--- config.mk ---
export PLATFORM = sky130hd
export DESIGN_NAME = am_tx_1b
export DESIGN_NICKNAME = d
export VERILOG_FILES = /design/src/rtl/am_tx_1b_pkg.sv /design/src/rtl/ds_mod_1b.sv /design/src/rtl/am_tx_1b.sv
export SDC_FILE = /design/constraint.sdc
export NUM_CORES = 1
export LEC_CHECK = 0
export BUFFER_PORTS_ARGS = -buffer_cell sky130_fd_sc_hd__buf_2
export CAP_MARGIN = 20
export CORE_MARGIN = 2
export CORE_UTILIZATION = 60
export CTS_BUF_LIST = sky130_fd_sc_hd__clkbuf_8
export CTS_CLUSTER_SIZE = 16
export DETAILED_ROUTE_END_ITERATION = 8
export GPL_TIMING_DRIVEN = 1
export PLACE_DENSITY = 0.78
export SLEW_MARGIN = 10
export SYNTH_ARGS = -nofsm -noshare
export SYNTH_HDL_FRONTEND = slang
export SYNTH_SLANG_ARGS = --single-unit
--- constraint.sdc ---
create_clock -name clk -period 14.41 [get_ports clk]
set_clock_uncertainty 0.1 [all_clocks]
set_input_delay 2.882 -clock clk [delete_from_list [all_inputs] [get_ports clk]]
set_output_delay 2.882 -clock clk [all_outputs]
set_load 0.005 [all_outputs]
--- src/rtl/am_tx_1b_pkg.sv ---
// Shared types and defaults for the 1-bit AM transmitter.
package am_tx_1b_pkg;

  localparam int PHASE_BITS_DEF  = 26;
  localparam int SAMPLE_BITS_DEF = 16;
  localparam int FULL_SCALE      = 2 ** SAMPLE_BITS_DEF;

  typedef enum logic [1:0] {
    ST_OFF     = 2'd0,
    ST_RAMP_UP = 2'd1,
    ST_RUN     = 2'd2,
    ST_RAMP_DN = 2'd3
  } tx_state_t;

endpackage

--- src/rtl/ds_mod_1b.sv ---
// First-order delta-sigma modulator: signed level in, one bit plus its complement out.
module ds_mod_1b #(
  parameter int W = 16
) (
  input  logic                clk,
  input  logic                RSTb,
  input  logic                en,
  input  logic signed [W+1:0] v,
  output logic                q,
  output logic                q_n
);

  localparam logic signed [W+1:0] FS = {2'b01, {W{1'b0}}};

  logic signed [W+1:0] err;
  logic signed [W+2:0] sum;

  assign sum = {err[W+1], err} + {v[W+1], v};

  // Feedback of +/-FS keeps err inside +/-FS, so the 18-bit truncation is exact.
  always_ff @(posedge clk or negedge RSTb) begin
    if (!RSTb) begin
      err <= '0;
      q   <= 1'b0;
      q_n <= 1'b1;
    end else if (!en) begin
      err <= '0;
      q   <= 1'b0;
      q_n <= 1'b1;
    end else begin
      q   <= !sum[W+2];
      q_n <= sum[W+2];
      err <= sum[W+2] ? sum[W+1:0] + FS : sum[W+1:0] - FS;
    end
  end

endmodule

--- src/rtl/am_tx_1b.sv ---
// 1-bit AM transmitter: audio-scaled envelope, square carrier, delta-sigma RF pin with soft ramps.
module am_tx_1b
  import am_tx_1b_pkg::*;
#(
  parameter int PHASE_BITS  = PHASE_BITS_DEF,
  parameter int SAMPLE_BITS = SAMPLE_BITS_DEF,
  parameter int RAMP_STEP   = 16,
  parameter int TIMEOUT     = 4096
) (
  input  logic                          clk,
  input  logic                          RSTb,
  input  logic                          tx_en,
  input  logic        [PHASE_BITS-1:0]  phase_inc,
  input  logic        [SAMPLE_BITS-1:0] carrier_level,
  input  logic        [7:0]             mod_depth,
  input  logic signed [SAMPLE_BITS-1:0] audio_in,
  input  logic                          in_tick,
  output logic                          RF_OUT,
  output logic                          RF_OUT_N,
  output logic                          busy,
  output logic                          underrun
);

  localparam int TW = $clog2(TIMEOUT + 1);
  localparam int PW = SAMPLE_BITS + 9;

  logic        [PHASE_BITS-1:0]  acc;
  logic                          carrier_sq;
  logic signed [SAMPLE_BITS-1:0] samp;
  logic        [SAMPLE_BITS-1:0] target;
  logic        [SAMPLE_BITS-1:0] target_nxt;
  logic        [SAMPLE_BITS-1:0] env_cur;
  logic        [TW-1:0]          to_cnt;
  tx_state_t                     state;

  logic signed [PW-1:0]          prod;
  logic signed [SAMPLE_BITS+1:0] mod_sum;
  logic                          to_hit;
  logic        [SAMPLE_BITS:0]   env_up;
  logic        [SAMPLE_BITS-1:0] up_val;
  logic                          up_reach;
  logic                          env_low;
  logic        [SAMPLE_BITS-1:0] dn_val;
  logic        [SAMPLE_BITS-1:0] ds_env;
  logic signed [SAMPLE_BITS+1:0] ds_v;

  always_ff @(posedge clk or negedge RSTb) begin
    if (!RSTb) acc <= '0;
    else       acc <= acc + phase_inc;
  end

  assign carrier_sq = acc[PHASE_BITS-1];

  assign prod    = PW'(samp) * PW'($signed({1'b0, mod_depth}));
  assign mod_sum = $signed({2'b00, carrier_level}) + (SAMPLE_BITS+2)'(prod >>> 8);

  always_comb begin
    target_nxt = mod_sum[SAMPLE_BITS-1:0];
    if (mod_sum[SAMPLE_BITS+1])    target_nxt = '0;
    else if (mod_sum[SAMPLE_BITS]) target_nxt = '1;
  end

  // A tick on the same clock as the timeout hit wins, so no underrun is flagged.
  assign to_hit = (state == ST_RUN) && !in_tick && (to_cnt == TW'(TIMEOUT - 1));

  always_ff @(posedge clk or negedge RSTb) begin
    if (!RSTb) begin
      samp     <= '0;
      to_cnt   <= '0;
      underrun <= 1'b0;
      target   <= '0;
    end else begin
      target <= target_nxt;
      if (in_tick) begin
        samp     <= audio_in;
        to_cnt   <= '0;
        underrun <= 1'b0;
      end else if (to_hit) begin
        samp     <= '0;
        to_cnt   <= TW'(TIMEOUT);
        underrun <= 1'b1;
      end else if (state == ST_RUN && to_cnt != TW'(TIMEOUT)) begin
        to_cnt <= to_cnt + TW'(1);
      end
    end
  end

  assign env_up   = {1'b0, env_cur} + (SAMPLE_BITS+1)'(RAMP_STEP);
  assign up_reach = env_up >= {1'b0, target};
  assign up_val   = up_reach ? target : env_up[SAMPLE_BITS-1:0];
  assign env_low  = env_cur <= SAMPLE_BITS'(RAMP_STEP);
  assign dn_val   = env_low ? '0 : env_cur - SAMPLE_BITS'(RAMP_STEP);

  always_ff @(posedge clk or negedge RSTb) begin
    if (!RSTb) begin
      state   <= ST_OFF;
      env_cur <= '0;
      busy    <= 1'b0;
    end else begin
      case (state)
        ST_OFF: begin
          env_cur <= '0;
          if (tx_en) begin
            state <= ST_RAMP_UP;
            busy  <= 1'b1;
          end
        end
        ST_RAMP_UP: begin
          if (!tx_en) begin
            env_cur <= dn_val;
            state   <= env_low ? ST_OFF : ST_RAMP_DN;
            busy    <= !env_low;
          end else begin
            env_cur <= up_val;
            if (up_reach) state <= ST_RUN;
          end
        end
        ST_RUN: begin
          if (!tx_en) begin
            env_cur <= dn_val;
            state   <= env_low ? ST_OFF : ST_RAMP_DN;
            busy    <= !env_low;
          end else begin
            env_cur <= target;
          end
        end
        ST_RAMP_DN: begin
          if (tx_en) begin
            env_cur <= up_val;
            state   <= ST_RAMP_UP;
          end else begin
            env_cur <= dn_val;
            state   <= env_low ? ST_OFF : ST_RAMP_DN;
            busy    <= !env_low;
          end
        end
        default: begin
          state   <= ST_OFF;
          env_cur <= '0;
          busy    <= 1'b0;
        end
      endcase
    end
  end

  // In RUN the modulator follows target directly so a new sample reaches the pin one clock sooner.
  assign ds_env = (state == ST_RUN) ? target : env_cur;
  assign ds_v   = carrier_sq ? $signed({2'b00, ds_env}) : -$signed({2'b00, ds_env});

  ds_mod_1b #(.W(SAMPLE_BITS)) u_ds (
    .clk (clk),
    .RSTb(RSTb),
    .en  (state != ST_OFF),
    .v   (ds_v),
    .q   (RF_OUT),
    .q_n (RF_OUT_N)
  );

endmodule

==> results.py <==
metrics = {
    "floorplanning": {
        "die_y_um": 147,
        "die_area_mm2": 0.0217,
        "start_util_pct": 61.0,
        "coreArea_mm2": 0.0202,
        "rows": 52,
        "io_pins": 74,
        "die_x_um": 147,
    },
    "cts": {
        "cts_tree": "built",
        "clk_latency_ns": 0.41,
        "cts_setup_buffers": 0,
        "numCtsBuffers": 9,
        "clk_path_buf_depth": 2,
        "cts-root-buf": "clkbuf_8",
        "path_clk_slew_ns": 0.12,
        "cts_resized": 0,
        "hold_buffers": 0,
        "cts_max_level": 3,
        "cts.sinks": 111,
    },
    "synthesis": {
        "synth_top_family_by_area": "adder cells",
        "synthesis.area_mm2": 0.0123,
        "ys_types": 66,
        "yosysTopAreaCellShare_pct": 22.4,
        "ys_seq_area_share_pct": 22.6,
        "synth_area_leaders": "dfrtp_1, fa_1, ha_1",
        "synth_top_flop_cell": "dfrtp_1",
        "synth-edff-count": 0,
        "avgSynthCellArea_um2": 8.81,
        "yosys.area_share.simple_pct": 17.2,
        "yosysTopAreaCell": "dfrtp_1",
        "ys_top_cells_by_count": "inv_1, nand2_1, ha_1, dfrtp_1, fa_1",
        "synth_seq_cells": 111,
        "muxShareOfSynthArea_pct": 1.23,
        "ys_async_sr_fraction_pct": 100,
        "synthCells": 1397,
        "synth_compound_area_share_pct": 13.6,
        "synthXorXnorAreaFrac_pct": 8.23,
        "yosysMostFrequentCell": "inv_1",
        "synthAdderAreaFrac_pct": 30.0,
        "synth_nets": 1700,
        "ys_warn_count": 0,
    },
    "run": {
        "maxCapViolCount": 0,
    },
    "final_layout": {
        "nNetsFinal": 1734,
        "layout-drive-gt1-share_pct": 8.64,
        "area_delta_synth_final_pct": 5.79,
        "nFillCells": 1777,
    },
    "detailed_routing": {
        "via_per_inst": 5.61,
        "wl_mm": 26.0,
        "drc_errors": 0,
        "drt_iter0_drc": 552,
        "avgRoutedWirePerCell_um": 15.2,
        "final_antenna_net_count": 0,
        "num_vias": 9594,
        "drt_pass1_iterations": 5,
    },
    "global_routing": {
        "grt_max_degree": 78,
        "grt_pass1_wl_mm": 44.6,
        "grtUsageTotal_pct": 25.2,
        "overflow": 0,
        "grt_pass1_vias": 9686,
        "antenna_found_initial": 7,
    },
    "place": {
        "port_buffers": 73,
        "dp_hpwl_mm": 21.0,
        "gp_congestion": 0.972,
    },
    "sta": {
        "finalMaxSlewViolations": 0,
        "min_period_ns": 9.48,
        "slew_headroom_pct": 35.2,
        "setup_viol": 0,
        "hold_viol_final": 0,
        "rsz0062_at_grt": "no",
        "finalCritPeriodShare_pct": 65.8,
        "worst_slew_pin_slew_ns": 0.958,
        "max_freq_mhz": 106,
        "fin_setup_tns_ns": 0,
    },
    "worst_setup_path": {
        "cp_max_fo": 16,
        "end_kind": "flip-flop",
        "required_ns": 14.56,
        "path_class": "in2reg",
        "critPathArrivalTime_ns": 9.63,
        "startpoint_type": "input port",
    },
    "run_status": {
        "status": "completed",
    },
    "worst_hold_path": {
        "hold_class": "reg2reg",
    },
}
-- per-layer routing --
layer | part of all wire [%] | vias up | global-route usage (%)
li1 | - | 4680 | -
met1 | 44 | 4652 | 33.8
met2 | 48 | 209 | 41.5
met3 | 5.8 | 47 | 4.75
met4 | 2.0 | 6 | 8.46
met5 | 0.16 | - | 0
-- cells in the final DEF, fill, tap and decap left out, types with 16 or more instances in the layout --
master / n
a21o_1: 33
a21oi_1: 75
and2_1: 70
buf_2: 72
dfrtp_1: 110
fa_1: 104
ha_1: 129
inv_1: 174
nand2_1: 154
nand2b_1: 16
nand3_1: 30
nor2_1: 78
nor3_1: 22
o21ai_0: 59
xnor2_1: 65
xor2_1: 47
-- flip-flops by register name, summed over array words and instances (netlist names) --
register and cells:
acc 26, busy 1, env_cur 16, samp 16, state 2, target 16, to_cnt 13, u_ds.err 18
u_ds.q 1, u_ds.q_n 1, underrun 1
-- stage by stage --
stage                     area, um^2  util [%]  hold WS (ns)  cells  setup WS, ns
after floorplan                12300         -         0.343   1397          5.32
after global placement         12800      63.6         0.353   1689          4.77
after detailed placement       12800      63.6         0.361   1690          4.52
after CTS                      13000      64.5         0.391   1706          4.97
after global routing           13000      64.6         0.417   1709          4.46
final                          13000      64.6         0.386   1710          4.93
-- final cells by class --
class,instances,area [um^2],share of cell area [%]
Multi-Input combinational cell,1059,8660,66.5
Sequential cell,111,2780,21.3
Inverter,173,649,4.99
Timing Repair Buffer,77,405,3.11
Tap cell,270,338,2.59
Clock buffer,9,124,0.951
Clock inverter,7,55.1,0.423
Antenna cell,4,10.0,0.0768
-- cell families after synthesis --
kind of cell | Yosys count
AO/OA/AOI/OAI | 263
XOR/XNOR | 114
adder cells (fa/ha/maj) | 233
buffers and inverters | 227
flip-flops | 111
multiplexers | 15
AND/OR/NAND/NOR | 434
-- path summary, 6_finish.rpt --
check	startpoint	endpoint	slack, ns	cells after the start
max	mod_depth[2]	target[14]	4.93	27
min	acc[0]	acc[0]	0.39	1
max reg2reg	samp[5]	target[14]	7.01	26
min reg2reg	acc[0]	acc[0]	0.39	1
max in group asynchronous	RSTb	target[12]	10.57	2
min in group asynchronous	RSTb	acc[19]	2.32	1
-- critical path, stage by stage --
cell and delay, ns:
buf_2 0.25, nand2_1 0.13, fa_1 0.55, inv_1 0.05
fa_1 0.51, inv_1 0.05, fa_1 0.48, inv_1 0.06
fa_1 0.47, ha_1 0.22, nor3_1 0.24, o41ai_2 0.14
a21boi_0 0.17, and2_1 0.22, a311o_1 0.39, a21oi_1 0.18
xnor2_1 0.08, ha_1 0.37, and3_1 0.17, a32oi_1 0.08
a21oi_1 0.22, o21a_1 0.17, nor4_2 0.06, o41ai_2 0.40
a31oi_1 0.18, xnor2_2 0.73, a21oi_1 0.16
Power is not shown: default switching activity piles up to over one toggle a cycle in this logic, so the estimate is an artifact.
